$ cat src/rtl/cpu_control.sv
// Multicycle RV32I control FSM: sequences fetch, decode, execute and memory
// phases, and drives the datapath enables, mux selects and memory handshake.
module cpu_control #(
  parameter int unsigned MEM_TIMEOUT = 0
) (
  input  logic       clk,
  input  logic       rst,
  input  logic [6:0] opcode,
  input  logic [2:0] funct3,
  input  logic [6:0] funct7,
  input  logic       br_en,
  input  logic [1:0] addr_2bit,
  input  logic       mem_resp,
  output logic       load_pc,
  output logic       load_ir,
  output logic       load_regfile,
  output logic       load_mar,
  output logic       load_mdr,
  output logic       load_data_out,
  output logic [1:0] pcmux_sel,
  output logic       alumux1_sel,
  output logic [2:0] alumux2_sel,
  output logic [3:0] regfilemux_sel,
  output logic       marmux_sel,
  output logic       cmpmux_sel,
  output logic [2:0] aluop,
  output logic [2:0] cmpop,
  output logic       mem_read,
  output logic       mem_write,
  output logic [3:0] mem_byte_enable
);

  localparam logic [6:0] OP_LUI   = 7'b0110111;
  localparam logic [6:0] OP_AUIPC = 7'b0010111;
  localparam logic [6:0] OP_JAL   = 7'b1101111;
  localparam logic [6:0] OP_JALR  = 7'b1100111;
  localparam logic [6:0] OP_BR    = 7'b1100011;
  localparam logic [6:0] OP_LOAD  = 7'b0000011;
  localparam logic [6:0] OP_STORE = 7'b0100011;
  localparam logic [6:0] OP_IMM   = 7'b0010011;
  localparam logic [6:0] OP_REG   = 7'b0110011;

  localparam logic [2:0] ALU_ADD  = 3'd0;
  localparam logic [2:0] ALU_SRA  = 3'd2;
  localparam logic [2:0] ALU_SUB  = 3'd3;
  localparam logic [2:0] ALU_SRL  = 3'd5;
  localparam logic [2:0] CMP_BLT  = 3'b100;
  localparam logic [2:0] CMP_BLTU = 3'b110;

  typedef enum logic [3:0] {
    S_FETCH1, S_FETCH2, S_FETCH3, S_DECODE,
    S_IMM, S_REG, S_LUI, S_AUIPC, S_BR, S_JAL, S_JALR,
    S_CALC_ADDR, S_LD1, S_LD2, S_ST1, S_ST2
  } state_e;

  state_e      state_q;
  logic [31:0] tmo_cnt_q;
  logic        mem_timeout;

  assign mem_timeout = (MEM_TIMEOUT != 0) && (tmo_cnt_q >= MEM_TIMEOUT - 32'd1);

  // The wait counter only advances while a memory state is stalled, so every
  // transition (including entry into a memory state) leaves it cleared.
  always_ff @(posedge clk or negedge rst) begin
    if (!rst) begin
      state_q   <= S_FETCH1;
      tmo_cnt_q <= '0;
    end else begin
      tmo_cnt_q <= '0;
      case (state_q)
        S_FETCH1: state_q <= S_FETCH2;
        S_FETCH2: begin
          if (mem_resp)         state_q <= S_FETCH3;
          else if (mem_timeout) state_q <= S_FETCH1;
          else                  tmo_cnt_q <= tmo_cnt_q + 32'd1;
        end
        S_FETCH3: state_q <= S_DECODE;
        S_DECODE: begin
          case (opcode)
            OP_IMM:   state_q <= S_IMM;
            OP_REG:   state_q <= S_REG;
            OP_LUI:   state_q <= S_LUI;
            OP_AUIPC: state_q <= S_AUIPC;
            OP_BR:    state_q <= S_BR;
            OP_JAL:   state_q <= S_JAL;
            OP_JALR:  state_q <= S_JALR;
            OP_LOAD,
            OP_STORE: state_q <= S_CALC_ADDR;
            default:  state_q <= S_FETCH1;
          endcase
        end
        S_CALC_ADDR: state_q <= (opcode == OP_STORE) ? S_ST1 : S_LD1;
        S_LD1: begin
          if (mem_resp)         state_q <= S_LD2;
          else if (mem_timeout) state_q <= S_FETCH1;
          else                  tmo_cnt_q <= tmo_cnt_q + 32'd1;
        end
        S_ST1: begin
          if (mem_resp)         state_q <= S_ST2;
          else if (mem_timeout) state_q <= S_FETCH1;
          else                  tmo_cnt_q <= tmo_cnt_q + 32'd1;
        end
        default: state_q <= S_FETCH1;
      endcase
    end
  end

  // Outputs are decoded from the state and the datapath's IR fields; gating
  // with rst makes them fall to the idle values as soon as reset asserts.
  always_comb begin
    load_pc         = 1'b0;
    load_ir         = 1'b0;
    load_regfile    = 1'b0;
    load_mar        = 1'b0;
    load_mdr        = 1'b0;
    load_data_out   = 1'b0;
    pcmux_sel       = 2'd0;
    alumux1_sel     = 1'b0;
    alumux2_sel     = 3'd0;
    regfilemux_sel  = 4'd0;
    marmux_sel      = 1'b0;
    cmpmux_sel      = 1'b0;
    aluop           = ALU_ADD;
    cmpop           = 3'd0;
    mem_read        = 1'b0;
    mem_write       = 1'b0;
    mem_byte_enable = 4'b1111;
    if (rst) begin
      case (state_q)
        S_FETCH1: load_mar = 1'b1;
        S_FETCH2, S_LD1: begin
          mem_read = 1'b1;
          load_mdr = 1'b1;
        end
        S_FETCH3: load_ir = 1'b1;
        S_IMM, S_REG: begin
          load_regfile = 1'b1;
          load_pc      = 1'b1;
          if (state_q == S_REG) alumux2_sel = 3'd5;
          case (funct3)
            3'd2, 3'd3: begin
              cmpmux_sel     = (state_q == S_IMM);
              cmpop          = (funct3 == 3'd2) ? CMP_BLT : CMP_BLTU;
              regfilemux_sel = 4'd1;
            end
            3'd0:    aluop = (state_q == S_REG && funct7[5]) ? ALU_SUB : ALU_ADD;
            3'd5:    aluop = funct7[5] ? ALU_SRA : ALU_SRL;
            default: aluop = funct3;
          endcase
        end
        S_LUI: begin
          regfilemux_sel = 4'd2;
          load_regfile   = 1'b1;
          load_pc        = 1'b1;
        end
        S_AUIPC: begin
          alumux1_sel  = 1'b1;
          alumux2_sel  = 3'd1;
          load_regfile = 1'b1;
          load_pc      = 1'b1;
        end
        S_BR: begin
          cmpop       = funct3;
          alumux1_sel = 1'b1;
          alumux2_sel = 3'd2;
          load_pc     = 1'b1;
          pcmux_sel   = br_en ? 2'd1 : 2'd0;
        end
        S_JAL: begin
          regfilemux_sel = 4'd4;
          load_regfile   = 1'b1;
          alumux1_sel    = 1'b1;
          alumux2_sel    = 3'd4;
          pcmux_sel      = 2'd1;
          load_pc        = 1'b1;
        end
        S_JALR: begin
          regfilemux_sel = 4'd4;
          load_regfile   = 1'b1;
          pcmux_sel      = 2'd2;
          load_pc        = 1'b1;
        end
        S_CALC_ADDR: begin
          marmux_sel = 1'b1;
          load_mar   = 1'b1;
          if (opcode == OP_STORE) begin
            alumux2_sel   = 3'd3;
            load_data_out = 1'b1;
          end
        end
        S_LD2: begin
          load_regfile = 1'b1;
          load_pc      = 1'b1;
          case (funct3)
            3'd0:    regfilemux_sel = 4'd5;
            3'd1:    regfilemux_sel = 4'd7;
            3'd4:    regfilemux_sel = 4'd6;
            3'd5:    regfilemux_sel = 4'd8;
            default: regfilemux_sel = 4'd3;
          endcase
        end
        S_ST1: begin
          mem_write = 1'b1;
          case (funct3)
            3'd0:    mem_byte_enable = 4'b0001 << addr_2bit;
            3'd1:    mem_byte_enable = 4'b0011 << addr_2bit;
            default: mem_byte_enable = 4'b1111;
          endcase
        end
        S_ST2: load_pc = 1'b1;
        default: ;
      endcase
    end
  end

endmodule

$ cat config.mk
export PLATFORM = sky130hd
export DESIGN_NAME = cpu_control
export DESIGN_NICKNAME = d
export VERILOG_FILES = /design/src/rtl/cpu_control.sv
export SDC_FILE = /design/constraint.sdc
export NUM_CORES = 1
export LEC_CHECK = 0
export CORE_UTILIZATION = 37
export CTS_CLUSTER_DIAMETER = 200
export DETAILED_ROUTE_END_ITERATION = 8
export HOLD_SLACK_MARGIN = 0.15
export PLACE_DENSITY = 0.76
export RECOVER_POWER = 100
export SETUP_SLACK_MARGIN = 0.1
export SYNTH_ARGS = -nofsm -noshare
export SYNTH_HDL_FRONTEND = slang
export SYNTH_SLANG_ARGS = --single-unit
$ cat constraint.sdc
create_clock -name clk -period 2.2 [get_ports clk]
set_input_delay 0.44 -clock clk [delete_from_list [all_inputs] [get_ports clk]]
set_output_delay 0.44 -clock clk [all_outputs]
set_load 0.01 [all_outputs]
==> impl_metrics.json <==
{
  "largest-register": "state_q",
  "largest_reg_flops": 4,
  "design.core.area_um2": 2230,
  "utilization_pct": 70.9,
  "synth_xor_area_share_pct": 0.994,
  "power_density_nw_per_um2": 492,
  "clock_sinks": 4,
  "synthAdderAreaFrac_pct": 0,
  "synth-edff-count": 0,
  "ir_worst_vdd_mv": 0.382,
  "dieArea_um2": 2580,
  "grt_pass1_vias": 1305,
  "async_reset_ff_share_pct": 100,
  "grt_pass1_wl_mm": 5.73,
  "synth_compound_area_share_pct": 29.3,
  "critPathMaxFanout": 6,
  "yosys.area_share.simple_pct": 49.4,
  "clock_latency_ns": 0.22,
  "cts-root-buf": "clkbuf_4",
  "synth_cells": 137,
  "finalMaxSlewViolations": 0,
  "synth_top_family_by_area": "simple AND/OR/NAND/NOR gates",
  "die_height_um": 50.8,
  "drc": 0,
  "vias": 1341,
  "maxCapViolCount": 0,
  "tightestPinTransition_ns": 0.286,
  "clk_path_buf_depth": 2,
  "cts_tree": "yes",
  "htree_levels": 1,
  "synthMuxAreaShare_pct": 0,
  "clock_skew_ns": 0.000562,
  "place_ws_ns": -0.578,
  "floorplan.rows": 17,
  "endpoint_kind": "output pin",
  "die_w_um": 50.8,
  "drt_first_pass_iters": 4,
  "crit_type": "flop to output pin",
  "setup_ws_ns": 0.0765,
  "syn_avg_cell_area_um2": 6.43,
  "min_period_over_period_pct": 96.5,
  "fin_total_pwr_w": 0.000780,
  "ys_ff_latch": 4,
  "cts_buffers": 3,
  "antennaDiodeCount": 0,
  "grt_start_max_net_pins": 11,
  "fin_nets": 243,
  "area_growth_pct": 79.8,
  "drt-total-wl_mm": 3.57,
  "startpoint_type": "flop",
  "nFillCells": 211,
  "synth_cell_types": 48,
  "crit_required_ns": 1.76,
  "grt-ovfl-total": 0,
  "max_freq_ghz": 0.471,
  "ant_nets": 0,
  "wl_per_cell_um": 14.5,
  "finalSetupViolations": 0,
  "num_io_pins": 53,
  "drt_iter0_drc": 41,
  "place.port_buffers": 46,
  "period_minus_slack_ns": 2.12,
  "dpl.hpwl_mm": 2.74,
  "ys_seq_area_share_pct": 11.4,
  "top_regs": "state_q: 4 flops",
  "syn_nets": 160,
  "drive_above_1_share_pct": 30.3,
  "cts.reportedPaths.clkPinSlew_ns": 0.04,
  "rsz0062_at_grt": "true",
  "finalHoldViolCount": 0,
  "antenna_found_initial": 0,
  "p_leak_nw": 0.754,
  "crit_arrival_ns": 1.68,
  "cts-hold-fix-buffers": 0,
  "grt_usage_pct": 28.9,
  "ys.flop_type": "dfrtp_1",
  "routabilityCongestion": 0.883,
  "start_util_pct": 39.4,
  "hp-class": "input port to async pin",
  "status": "finished, final reports clean",
  "slew_headroom_pct": 80.9,
  "viasPerCell": 5.45,
  "netlist_area_um2": 881,
  "ys_warn_count": 0
}
[critical path, cell delays in order, from the launching register on]
cell and delay, ns:
dfrtp_1 0.43, buf_4 0.17, nand2b_1 0.19, clkbuf_1 0.18
a21oi_1 0.19, dlygate4sd2_1 0.30
[cells in the mapped netlist, types with 2 or more instances]
master	instances	area (µm²)
nor2_1	16	60.1
clkbuf_2	2	10.0
nor2b_1	3	18.8
inv_1	3	11.3
or3_1	3	18.8
dfrtp_1	4	100
nand2_1	18	67.6
a21oi_1	10	50.1
a31oi_1	2	12.5
a211oi_1	2	15.0
o21ai_0	9	45.0
and3_1	2	12.5
nor3_1	10	50.1
o211ai_1	2	15.0
clkbuf_1	8	30.0
nand2b_1	8	50.1
o22ai_1	2	12.5
nand4_1	3	18.8
[logic make-up (layout without fill, tap and decap cells)]
logic type	after synthesis	count (layout)
compound gates	38	38
xor+xnor	1	1
buf+inv	17	98
flops	4	4
simple gates	77	77
[path summary, 6_finish.rpt]
path	start	endpoint	slack, ns	cells after the start
worst max-delay path	state_q[1]	load_mdr	0.08	5
worst min-delay path	rst	state_q[0]	0.47	2
worst max register to register	state_q[1]	state_q[1]	0.74	6
worst min register to register	state_q[2]	state_q[3]	0.65	2
max in group asynchronous	rst	state_q[3]	1.53	2
min in group clk	state_q[2]	state_q[3]	0.65	2
[cell usage in the layout (no fill, tap or decap), drive strengths merged, types with 2 or more instances in the layout]
cell	count
nand2b	9
nand2	18
clkdlybuf4s15	3
or3	4
nor2b	3
a21oi	10
a211oi	2
nand4	3
o211ai	2
o21ai	9
dfrtp	4
o22ai	2
or2	2
dlygate4sd3	2
buf	40
nor2	17
nor3	10
and3	2
clkdlybuf4s50	5
a31oi	2
clkbuf	24
dlygate4sd2	18
inv	4
[metal layers]
layer  GRT usage (%)  wire length (µm)  vias to the layer above  part of all wire, %
li1                -                 -                      656                    -
met3            2.12               199                        8                  5.6
met2            52.0              1830                       57                   51
met5               0                 0                        -                    0
met1            35.5              1470                      620                   41
met4            10.2                68                        0                  1.9
[timing repair]
action	CTS	global route
pin swaps	6	9
gates resized for setup	74	26
endpoints found under the hold margin	0	0
setup endpoints to repair	30	16
setup buffers	6	0
[power by group]
group | total (W) | switching [W] | leakage (nW) | internal [W]
Clock | 0.0000862 | 0.0000254 | 0.0138 | 0.0000607
Combinational | 0.000576 | 0.000298 | 0.689 | 0.000278
Sequential | 0.000118 | 0.0000240 | 0.0515 | 0.0000935
Total | 0.000780 | 0.000347 | 0.754 | 0.000432
[final cells by class]
type	instances	area (µm²)	area share [%]
timing repair buffer	91	672	42.4
clock buffer	3	22.5	1.42
inverter	4	15.0	0.948
tap	28	35.0	2.21
multi-input combinational	116	739	46.7
sequential	4	100	6.32
[metrics by stage]
stage / area [µm²] / instances / TNS [ns] / hold WS [ns]
3_3_place_gp: 1610 / 237 / -9.34 / 0.686
5_1_grt: 1580 / 246 / 0 / 0.527
6_report: 1580 / 246 / 0 / 0.471
4_1_cts: 1660 / 246 / 0 / 0.386
3_5_place_dp: 1610 / 237 / -10.0 / 0.702
2_1_floorplan: 881 / 137 / 0 / 0.144
No activity file was read; power rests on OpenSTA's default activity.
==> edit, RTL diff (same flow settings) <==
Put a register stage on the output `load_mar`, with the module's reset. The value now appears one clock later. The other outputs are not delayed to match.
--- a/src/rtl/cpu_control.sv
+++ b/src/rtl/cpu_control.sv
@@ -55,2 +55,4 @@
 
+  logic load_mar_d;
+
   state_e      state_q;
@@ -113,3 +115,3 @@
     load_regfile    = 1'b0;
-    load_mar        = 1'b0;
+    load_mar_d      = 1'b0;
     load_mdr        = 1'b0;
@@ -129,3 +131,3 @@
       case (state_q)
-        S_FETCH1: load_mar = 1'b1;
+        S_FETCH1: load_mar_d = 1'b1;
         S_FETCH2, S_LD1: begin
@@ -184,3 +186,3 @@
           marmux_sel = 1'b1;
-          load_mar   = 1'b1;
+          load_mar_d = 1'b1;
           if (opcode == OP_STORE) begin
@@ -215,2 +217,10 @@
 
+  always_ff @(posedge clk or negedge rst) begin
+    if (!rst) begin
+      load_mar <= '0;
+    end else begin
+      load_mar <= load_mar_d;
+    end
+  end
+
 endmodule
Check against the original RTL: not equivalent (Yosys sat finds a counterexample within 4 cycles, from zero or initial values and one cycle with rst low).
==> edit against the original RTL <==
- register-to-register slack worse by 0.24 ns
- highest routed layer unchanged
- core utilization grew 2.6 points
- sequential cell count is 1 higher
- worst setup slack got worse by 0.041 ns
- wire length up 13%
- non-clock buffer count grew 8
- sequential power grew 36%
- synthesized area grew 10%
- critical path type unchanged
- final area rose by 15%
- worst hold slack worse by 0.17 ns
- total power up 26%
==> edit: results (changes against the original RTL) <==
Clock tree
  – Worst skew pair latency: 0.25 ns (was 0.22 ns)
  – Setup Buffers After CTS: 12 (was 6)
  – Post-CTS sizing: 80 (was 74)

Drt
  – WL met2: 2.11 mm (was 1.83 mm)
  – Initial DRC Count: 36 (was 41)
  – Vias per std cell: 5.60 (was 5.45)
  – Routed length on met1: 1.60 mm (was 1.47 mm)

Logic synthesis
  – Top cells by count, synth: 17 x nor2_1, 15 x a21oi_1, 14 x nand2_1 (was 18 x nand2_1, 16 x nor2_1, 10 x a21oi_1, 10 x nor3_1, 9 x o21ai_0)
  – Post-synth cell types: 49 (was 48)
  – XOR/XNOR Fraction of Synth Area: 0 (was 0.00994)

Run status
  – Status: complete, no violations (unchanged)

GRT
  – GR Util met1: 0.308 (was 0.355)
  – M3 GR Usage: 0.0287 (was 0.0212)
  – Largest net degree at the start of global routing: 14 (was 11)
  – Met2 GRT Util: 0.529 (was 0.520)
  – GRT Util Overall: 0.281 (was 0.289)
  – First-pass GRT wire length: 5.85 mm (was 5.73 mm)
  – Vias in the first global route: 1,345 (was 1,305)

Pwr
  – Comb power: 0.711 mW (was 0.576 mW)
  – Clk pwr share: 0.114 (was 0.111)
  – Worst VDD drop: 0.000411 V (was 0.000382 V)

STA
  – Post-Route Skew: 0.00240 ns (was 0.000562 ns)

Final layout
  – Clk tree area frac: 0.0151 (was 0.0142)
  – Number of non-clock buffers: 99 (was 91)
  – FILL cells: 229 (was 211)
  – Top Registers: state_q x4, load_mar x1 (was state_q x4)
  – Multi-input gate area: 826 sq um (was 739 sq um)
  – Buffering overhead: 0.434 (was 0.424)
  – Reg area: 129 sq um (was 100 sq um)
  – Comb_multi_in: 120 (was 116)

Placed design
  – Gp weighted congestion: 0.842 (was 0.883)
edit: worst paths after layout:
check / startpoint / depth (start not counted) / slack, ns / endpoint
worst max register to register: state_q[0] / 8 / 0.50 / state_q[1]
max in group asynchronous: rst / 2 / 1.77 / state_q[2]
min in group clk: state_q[0] / 3 / 0.71 / load_mar
worst max-delay path: state_q[0] / 7 / 0.04 / alumux2_sel[1]
worst min-delay path: rst / 2 / 0.30 / state_q[1]
worst min register to register: state_q[0] / 3 / 0.71 / load_mar
edit: metrics by stage:
step                      hold WS [ns]  instance area [sq um]  total power [mW]  worst slack [ns]  setup TNS [ns]
final                            0.297                   1820             0.982            0.0351               0
after global routing             0.298                   1820              1.04           -0.0424         -0.0656
after CTS                        0.286                   1770             0.939             0.104               0
after detailed placement         0.716                   1660             0.754            -0.488           -9.65
after global placement           0.704                   1660             0.744            -0.431           -9.07
after floorplan                  0.144                    971             0.509             0.449               0
